### config.mk
export PLATFORM = sky130hd
export DESIGN_NAME = dds_phase_accum
export DESIGN_NICKNAME = d
export VERILOG_FILES = /design/src/rtl/dds_phase_accum.sv
export SDC_FILE = /design/constraint.sdc
export NUM_CORES = 1
export LEC_CHECK = 0
export ABC_AREA = 1
export CAP_MARGIN = 20
export CORE_ASPECT_RATIO = 1.4
export CORE_UTILIZATION = 45
export CTS_CLUSTER_SIZE = 14
export DETAILED_ROUTE_END_ITERATION = 10
export GPL_ROUTABILITY_DRIVEN = 0
export PLACE_DENSITY_LB_ADDON = 0.3
export SYNTH_ARGS = -nofsm -noshare
export SYNTH_HDL_FRONTEND = slang
export SYNTH_SLANG_ARGS = --single-unit
### constraint.sdc
create_clock -name clk -period 5.8 [get_ports clk]
set_input_delay 1.16 -clock clk [delete_from_list [all_inputs] [get_ports clk]]
set_output_delay 1.16 -clock clk [all_outputs]
set_load 0.1 [all_outputs]
### src/rtl/dds_phase_accum.sv
// dds_phase_accum: modulo-PERIOD phase accumulator that addresses the DDS sine lookup.
// Optional macro DDS_PHASE_OFFSET_EN adds a per-run phase_offset input applied to the address.
module dds_phase_accum #(
    parameter int unsigned PERIOD = 252,
    parameter int unsigned FRAC_W = 8,
    parameter int unsigned CNT_W  = 16
) (
    input  logic                clk,
    input  logic                rst,
    input  logic                tw_valid,
    output logic                tw_ready,
    input  logic [8+FRAC_W-1:0] tw_data,
    output logic                tw_err,
    input  logic                start,
    input  logic                stop,
    input  logic [CNT_W-1:0]    burst_len,
`ifdef DDS_PHASE_OFFSET_EN
    input  logic [7:0]          phase_offset,
`endif
    output logic [7:0]          address,
    output logic                addr_valid,
    output logic                busy,
    output logic                done
);
    localparam int unsigned W      = 8 + FRAC_W;
    localparam int unsigned MOD_I  = PERIOD << FRAC_W;
    localparam logic [W:0]  ACC_MOD  = MOD_I[W:0];
    localparam logic [8:0]  PERIOD_9 = PERIOD[8:0];
    localparam logic [CNT_W-1:0] CNT_ONE = {{(CNT_W-1){1'b0}}, 1'b1};

    typedef enum logic {IDLE, RUN} state_t;

    state_t           state, state_next;
    logic [W-1:0]     acc, tw_cur, tw_pend, acc_next;
    logic             pend;
    logic [CNT_W-1:0] cnt, len;
    logic [W:0]       sum, diff;
    logic             wrap, tw_offer, tw_bad, tw_take, burst_end, leaving;

    always_comb begin
        sum        = {1'b0, acc} + {1'b0, tw_cur};
        diff       = sum - ACC_MOD;
        wrap       = (sum >= ACC_MOD);
        acc_next   = wrap ? diff[W-1:0] : sum[W-1:0];
        tw_ready   = (state == IDLE) || !pend;
        tw_offer   = tw_valid && tw_ready;
        tw_bad     = ({1'b0, tw_data[W-1:FRAC_W]} >= PERIOD_9);
        tw_take    = tw_offer && !tw_bad;
        burst_end  = (len != '0) && (cnt == len - CNT_ONE);
        state_next = state;
        case (state)
            IDLE: if (start && !stop) state_next = RUN;
            RUN:  if (stop || burst_end) state_next = IDLE;
            default: state_next = IDLE;
        endcase
        leaving = (state == RUN) && (state_next == IDLE);
    end

    always_ff @(posedge clk) begin
        if (rst) state <= IDLE;
        else     state <= state_next;
    end

`ifdef DDS_PHASE_OFFSET_EN
    logic [7:0] offset;
    logic [8:0] addr_sum;
`endif

    always_ff @(posedge clk) begin
        if (rst) begin
            acc     <= '0;
            tw_cur  <= '0;
            tw_pend <= '0;
            pend    <= 1'b0;
            cnt     <= '0;
            len     <= '0;
            tw_err  <= 1'b0;
            done    <= 1'b0;
`ifdef DDS_PHASE_OFFSET_EN
            offset  <= '0;
`endif
        end else begin
            tw_err <= tw_offer && tw_bad;
            done   <= leaving && !stop;
            if (state == IDLE) begin
                if (tw_take) tw_cur <= tw_data;
                if (state_next == RUN) begin
                    acc <= '0;
                    cnt <= '0;
                    len <= burst_len;
`ifdef DDS_PHASE_OFFSET_EN
                    offset <= phase_offset;
`endif
                end
            end else if (leaving) begin
                // acc cleared on exit so the address reads 0 for the whole IDLE stay;
                // a word arriving on the exit edge supersedes an older pending one
                acc  <= '0;
                cnt  <= '0;
                pend <= 1'b0;
`ifdef DDS_PHASE_OFFSET_EN
                offset <= '0;
`endif
                if (tw_take)   tw_cur <= tw_data;
                else if (pend) tw_cur <= tw_pend;
            end else begin
                acc <= acc_next;
                cnt <= cnt + CNT_ONE;
                if (wrap && pend) begin
                    tw_cur <= tw_pend;
                    pend   <= 1'b0;
                end
                if (tw_take) begin
                    tw_pend <= tw_data;
                    pend    <= 1'b1;
                end
            end
        end
    end

`ifdef DDS_PHASE_OFFSET_EN
    always_comb begin
        addr_sum = {1'b0, acc[W-1:FRAC_W]} + {1'b0, offset};
        if (addr_sum >= PERIOD_9) addr_sum = addr_sum - PERIOD_9;
        address = (state == RUN) ? addr_sum[7:0] : '0;
    end
`else
    assign address = acc[W-1:FRAC_W];
`endif

    assign addr_valid = (state == RUN);
    assign busy       = (state == RUN);

endmodule

==> impl_metrics.py <==
metrics = {
    "synthesis": {
        "netlist_top_cells_area": "dfxtp_1 (30%), nand2_1 (17%), inv_1 (7.9%), nand3_1 (6.3%), a21oi_1 (6.2%)",
        "yosysSeqAreaShare": 0.299,
        "synthXorXnorAreaFrac": 0.0262,
        "portion_of_netlist_area_occupied_by_mux_cells": 0,
        "dominant_combinational_cell_family_by_area_after_synthesis": "simple AND/OR/NAND/NOR gates",
        "asyncSetResetFlopFracSynth": 0,
        "synth_area_in_adders": 0.0458,
        "synthesis.yosys.warnings": 0,
        "yosys_register_bits": 84,
        "synth_edf_count": 0,
        "synth_top_cell_area_share": 0.299,
        "synth-compound-area-share": 0.125,
        "synth_top_cell_by_area": "dfxtp_1",
        "synth.avg_cell_area_sq_um": 6.27,
        "postSynthCellCount": 898,
        "synth_flop_cell": "dfxtp_1",
        "synthSimpleGateAreaFrac": 0.387,
        "post_synth_instance_area_sq_um": 5630,
        "syn_nets": 955,
        "netlist-cell-type-count": 44,
    },
    "clock_network": {
        "cts-root-to-sink-buffers": 2,
        "holdBufCountCts": 0,
        "cts.clk_slew.worst_paths_ns": 0.07,
        "post_cts_resize_count": 0,
        "cts_setup_buffers": 0,
        "cts_buffers": 9,
        "clk_latency_ns": 0.35,
        "h-tree-depth": 3,
        "clock-sinks": 84,
        "root_buffer": "clkbuf_16",
        "tritoncts": "done",
    },
    "place": {
        "post-place-cells": 1067,
        "port_buffers": 49,
        "post-dp-hpwl_microns": 10700,
        "pre_cts_slack_ns": 2.03,
        "post_dp_cell_area_sq_um": 6140,
    },
    "finish": {
        "fin_cells": 1085,
        "flow.area_growth_from_synthesis_pct": 15.0,
        "post_layout_util": 0.529,
        "fin_nets": 987,
        "layout_commonest_cell": "nand2_1",
        "antennaDiodeCount": 0,
        "post_route_cells_drive_above_1_share": 0.0674,
        "mostFrequentLayoutCells": "nand2_1 (252), inv_1 (118), nor2_1 (87)",
        "final_design_area_no_fill_sq_um": 6480,
    },
    "pwr": {
        "static_leakage_nw": 2.96,
        "power.ir.vdd_worst_v": 0.000127,
        "power-per-cell-area_nw_per_um2": 236,
    },
    "timing": {
        "finalCritPeriodShare": 0.584,
        "worst-slew-pin-transition_ns": 0.982,
        "timing.max_slew.rel_slack": 0.344,
        "finalClockSkew_ns": 0.00807,
        "hold_violations": 0,
        "timing.setup.tns_ns": 0,
        "final-max-slew-violation-count": 0,
        "worst_slack_ns": 2.41,
        "finalSetupViolCount": 0,
        "fin_crit_ns": 3.39,
        "clock.fmax_ghz": 0.295,
        "grt_setup_unrepaired": "no",
    },
    "outcome": {
        "outcome": "complete, no violations",
    },
    "critical_path": {
        "r2r_depth": 15,
        "r2r_setup_slack_ns": 2.71,
        "setup.worst_path.end_class": "primary output",
        "cp-start-kind": "flop",
        "cp_max_fo": 9,
        "timing.rr.end": "tw_cur[4]$_SDFFE_PP0P_",
        "worst_r2r_startpoint": "tw_cur[0]$_SDFFE_PP0P_",
        "setup.worst_path.class": "reg -> out",
        "cp_required_ns": 4.64,
        "worstSetupEndpoint": "tw_ready",
        "crit_arrival_ns": 2.23,
        "timing.critical_path.from": "addr_valid$_SDFF_PP0_",
    },
    "detailed_routing": {
        "route.antenna.remaining_nets": 0,
        "drt-wirelength-per-cell_microns": 13.2,
        "first_drt_pass_iteration_count": 5,
        "drt-vias-per-instance": 5.14,
        "via_count": 5581,
        "drc_errors": 0,
        "dr.first_iter.drc_count": 157,
        "finalWirelength_microns": 14300,
    },
    "grt": {
        "antenna_found_initial": 0,
        "grt.total_usage": 0.238,
        "number_of_global_route_vias_before_repair": 5363,
        "grt_first_pass_wirelength_microns": 24000,
        "grt_start_max_net_pins": 43,
        "global_route.overflow_total": 0,
    },
    "worst_hold_path": {
        "min_from": "acc[6]$_SDFFE_PP0P_",
        "hold_class": "reg -> reg",
    },
    "floorplan": {
        "dieArea_sq_um": 13000,
        "chipWidth_microns": 96.6,
        "vertical_die_dimension_microns": 134,
        "design.core.area_sq_um": 12300,
        "io-pin-count": 50,
        "floorplan.initialDensity": 0.460,
        "std_cell_rows": 48,
    },
    "flow_run": {
        "maxCapViolCount": 0,
    },
}
[state kept, by name, indices dropped and copies added (netlist names)]
name        flops
acc            16
addr_valid      1
cnt            16
done            1
len            16
pend            1
tw_cur         16
tw_err          1
tw_pend        16
[metal layers]
metal / wire length, microns / part of all wire / track usage
met1: 5640 / 0.39 / 0.243
met2: 7440 / 0.52 / 0.436
met3: 387 / 0.027 / 0.0340
met4: 858 / 0.060 / 0.154
met5: 0 / 0 / 0
[cells by family after synthesis]
logic type,count (synthesis)
fa+ha+maj,20
simple gates,486
buf+inv,155
compound gates,137
xor+xnor,16
flops,84
[worst max-delay path, stage by stage, from the launching register on]
cell	delay (ns)
dfxtp_1	0.61
nand2_1	0.25
clkdlybuf4s50_1	1.02
[report_power, final]
group          switching (mW)  internal, mW  total, mW
Clock                   0.259         0.341      0.600
Sequential             0.0247         0.600      0.625
Combinational           0.193         0.113      0.306
[how the worst min path moves through the flow]
stage                                     end  slack, ns  depth (start not counted)
after floorplan           acc[5]$_SDFFE_PP0P_       0.45                          2
after global placement    acc[0]$_SDFFE_PP0P_       0.46                          2
after detailed placement  acc[6]$_SDFFE_PP0P_       0.46                          2
after CTS                 acc[6]$_SDFFE_PP0P_       0.47                          2
after global routing      acc[0]$_SDFFE_PP0P_       0.49                          2
final                     acc[6]$_SDFFE_PP0P_       0.47                          2
[metrics by stage]
step                hold slack, ns  total power, mW
floorplan                    0.450            0.859
global placement             0.456            0.937
detailed placement           0.464            0.940
CTS                          0.473             1.54
global route                 0.489             1.61
finish                       0.472             1.53
[cell usage after synthesis (2+ instances only)]
| library cell | count |
|---|---|
| nor2_4 | 6 |
| xnor2_1 | 5 |
| a21oi_1 | 70 |
| o21ai_1 | 18 |
| a211oi_1 | 3 |
| nand4_1 | 13 |
| dfxtp_1 | 84 |
| inv_1 | 118 |
| inv_2 | 2 |
| nor3b_1 | 2 |
| or2_2 | 4 |
| nand2_1 | 252 |
| buf_2 | 8 |
| o21ai_0 | 41 |
| and2_1 | 2 |
| xor2_1 | 10 |
| ha_1 | 19 |
| nand3_1 | 71 |
| nor2_2 | 7 |
| nor3_1 | 12 |
| nand3_2 | 2 |
| nand2_2 | 9 |
| buf_6 | 4 |
| nor4_1 | 3 |
| nand2_4 | 3 |
| buf_4 | 10 |
| clkbuf_1 | 12 |
| nor2_1 | 87 |
| o22ai_1 | 2 |
| nand3b_1 | 5 |
[layout make-up]
type	count	area [sq um]
inverter	121	454
timing repair buffer	55	556
multi-input combinational	659	3300
fill	1258	5770
clock inverter	7	80.1
sequential	84	1680
tap	150	188
clock buffer	9	225
No activity file was read; power rests on OpenSTA's default activity.
==> RTL change: new RTL, same flow settings <==
`CNT_W`: 16 -> 32.
--- a/src/rtl/dds_phase_accum.sv
+++ b/src/rtl/dds_phase_accum.sv
@@ -3,7 +3,7 @@
 module dds_phase_accum #(
     parameter int unsigned PERIOD = 252,
     parameter int unsigned FRAC_W = 8,
-    parameter int unsigned CNT_W  = 16
+    parameter int unsigned CNT_W  = 32
 ) (
     input  logic                clk,
     input  logic                rst,
Ports: changed (resized burst_len); port bits go from 50 to 66. The function was not compared with the original's and may differ.
==> RTL change against the original RTL <==
Total power rose by 61%; non-clock buffer count rose by 14; sequential cell count rose by 32; clock power rose by 88%; cell area rose by 44%; routed wire length rose by 49%; area after synthesis rose by 42%; sequential power rose by 38%; core utilization rose by 0.89 points; setup slack got worse by 0.10 ns.
==> RTL change: results (changes against the original RTL) <==
stage,metric,value,unit,change
outcome,outcome,"complete, no violations",,
setup_path,arrival,3.77,ns,+1.54 ns
detailed_routing,post_drt_wl_per_cell,13.7,um,+4.0%
clocking,cts_buffers,17,,+8
place,dpl.cell_count,1526,,+43%
yosys,synth_cells,1268,,+41%
yosys,synth.area.top_cells,"dfxtp_1, nand2_1, nor2_1",,
place,post-place-ws,2.31,ns,+0.289 ns
detailed_routing,viasPerCell,5.12,,-0.51%
timing,fin_skew,0.0102,ns,+0.00208 ns
setup_path,cp_slowest_cell,nand2_2,,
yosys,yosysTopAreaCellShare,0.291,,-0.00790
power_and_ir_drop,p_sw_frac,0.293,,-0.0179
yosys,yosysSeqAreaShare,0.291,,-0.00790
detailed_routing,vias,7973,,+43%
power_and_ir_drop,power.internal,1.74,mW,+65%
finish,layout.nonclk_buf_frac,0.0725,,-0.0132
yosys,yosysUniqueCellTypes,49,,+11%
power_and_ir_drop,sequentialPowerShare,0.350,,-0.058
finish,finalNetCount,1382,,+40%
finish,seq_share,0.249,,-0.0103
power_and_ir_drop,p_clk_frac,0.458,,+0.066
detailed_routing,wl_met1,8910,um,+58%
finish,clk_share,0.0674,,+0.0203
detailed_routing,wl_met2,11000,um,+47%
global_route,first_global_vias,7672,,+43%
global_route,grtUsageMet1,0.270,,+0.0270
global_route,grt_util_all_layers,0.244,,+0.00568
finish,nNonClkInverters,155,,+28%
finish,buffers,69,,+25%
setup_path,critical_path.top_delay_family,simple AND/OR/NAND/NOR gates,,
detailed_routing,met3_length,731,um,+89%
global_route,grt_pass1_wl,35500,um,+48%
finish,multi_input_comb_cells,950,,+44%
global_route,grt_max_degree,65,,+51%
finish,clkbuf_count,23,,+14
place,hpwlAfterDp,15800,um,+47%
setup_path,critPathMaxFanout,37,,+28
place,placed_area,0.00869,mm2,+42%
[RTL change: cell types whose count changed after synthesis, moves of 12 or more]
cell | before | now
a21oi_1 | 70 | 115
dfxtp_1 | 84 | 116
inv_1 | 118 | 147
nand2_1 | 252 | 326
nand3_1 | 71 | 88
nor2_1 | 87 | 156
o21ai_0 | 41 | 62
xor2_1 | 10 | 22
[RTL change: cell families after synthesis]
group / Yosys count / synth area share
AND/OR/NAND/NOR: 695 / 0.397
buffers and inverters: 202 / 0.108
AO/OA/AOI/OAI: 196 / 0.127
flip-flops: 116 / 0.291
XOR/XNOR: 39 / 0.0454
adder cells (fa/ha/maj): 20 / 0.0323
[RTL change: path summary, 6_finish.rpt]
path              slack [ns]  startpoint    endpoint  cells past startpoint
setup / recovery        2.31      len[0]  tw_pend[8]                     15
setup reg to reg        2.31      len[0]  tw_pend[8]                     15
hold reg to reg         0.47  tw_pend[2]  tw_pend[2]                      2
hold / removal          0.47  tw_pend[2]  tw_pend[2]                      2
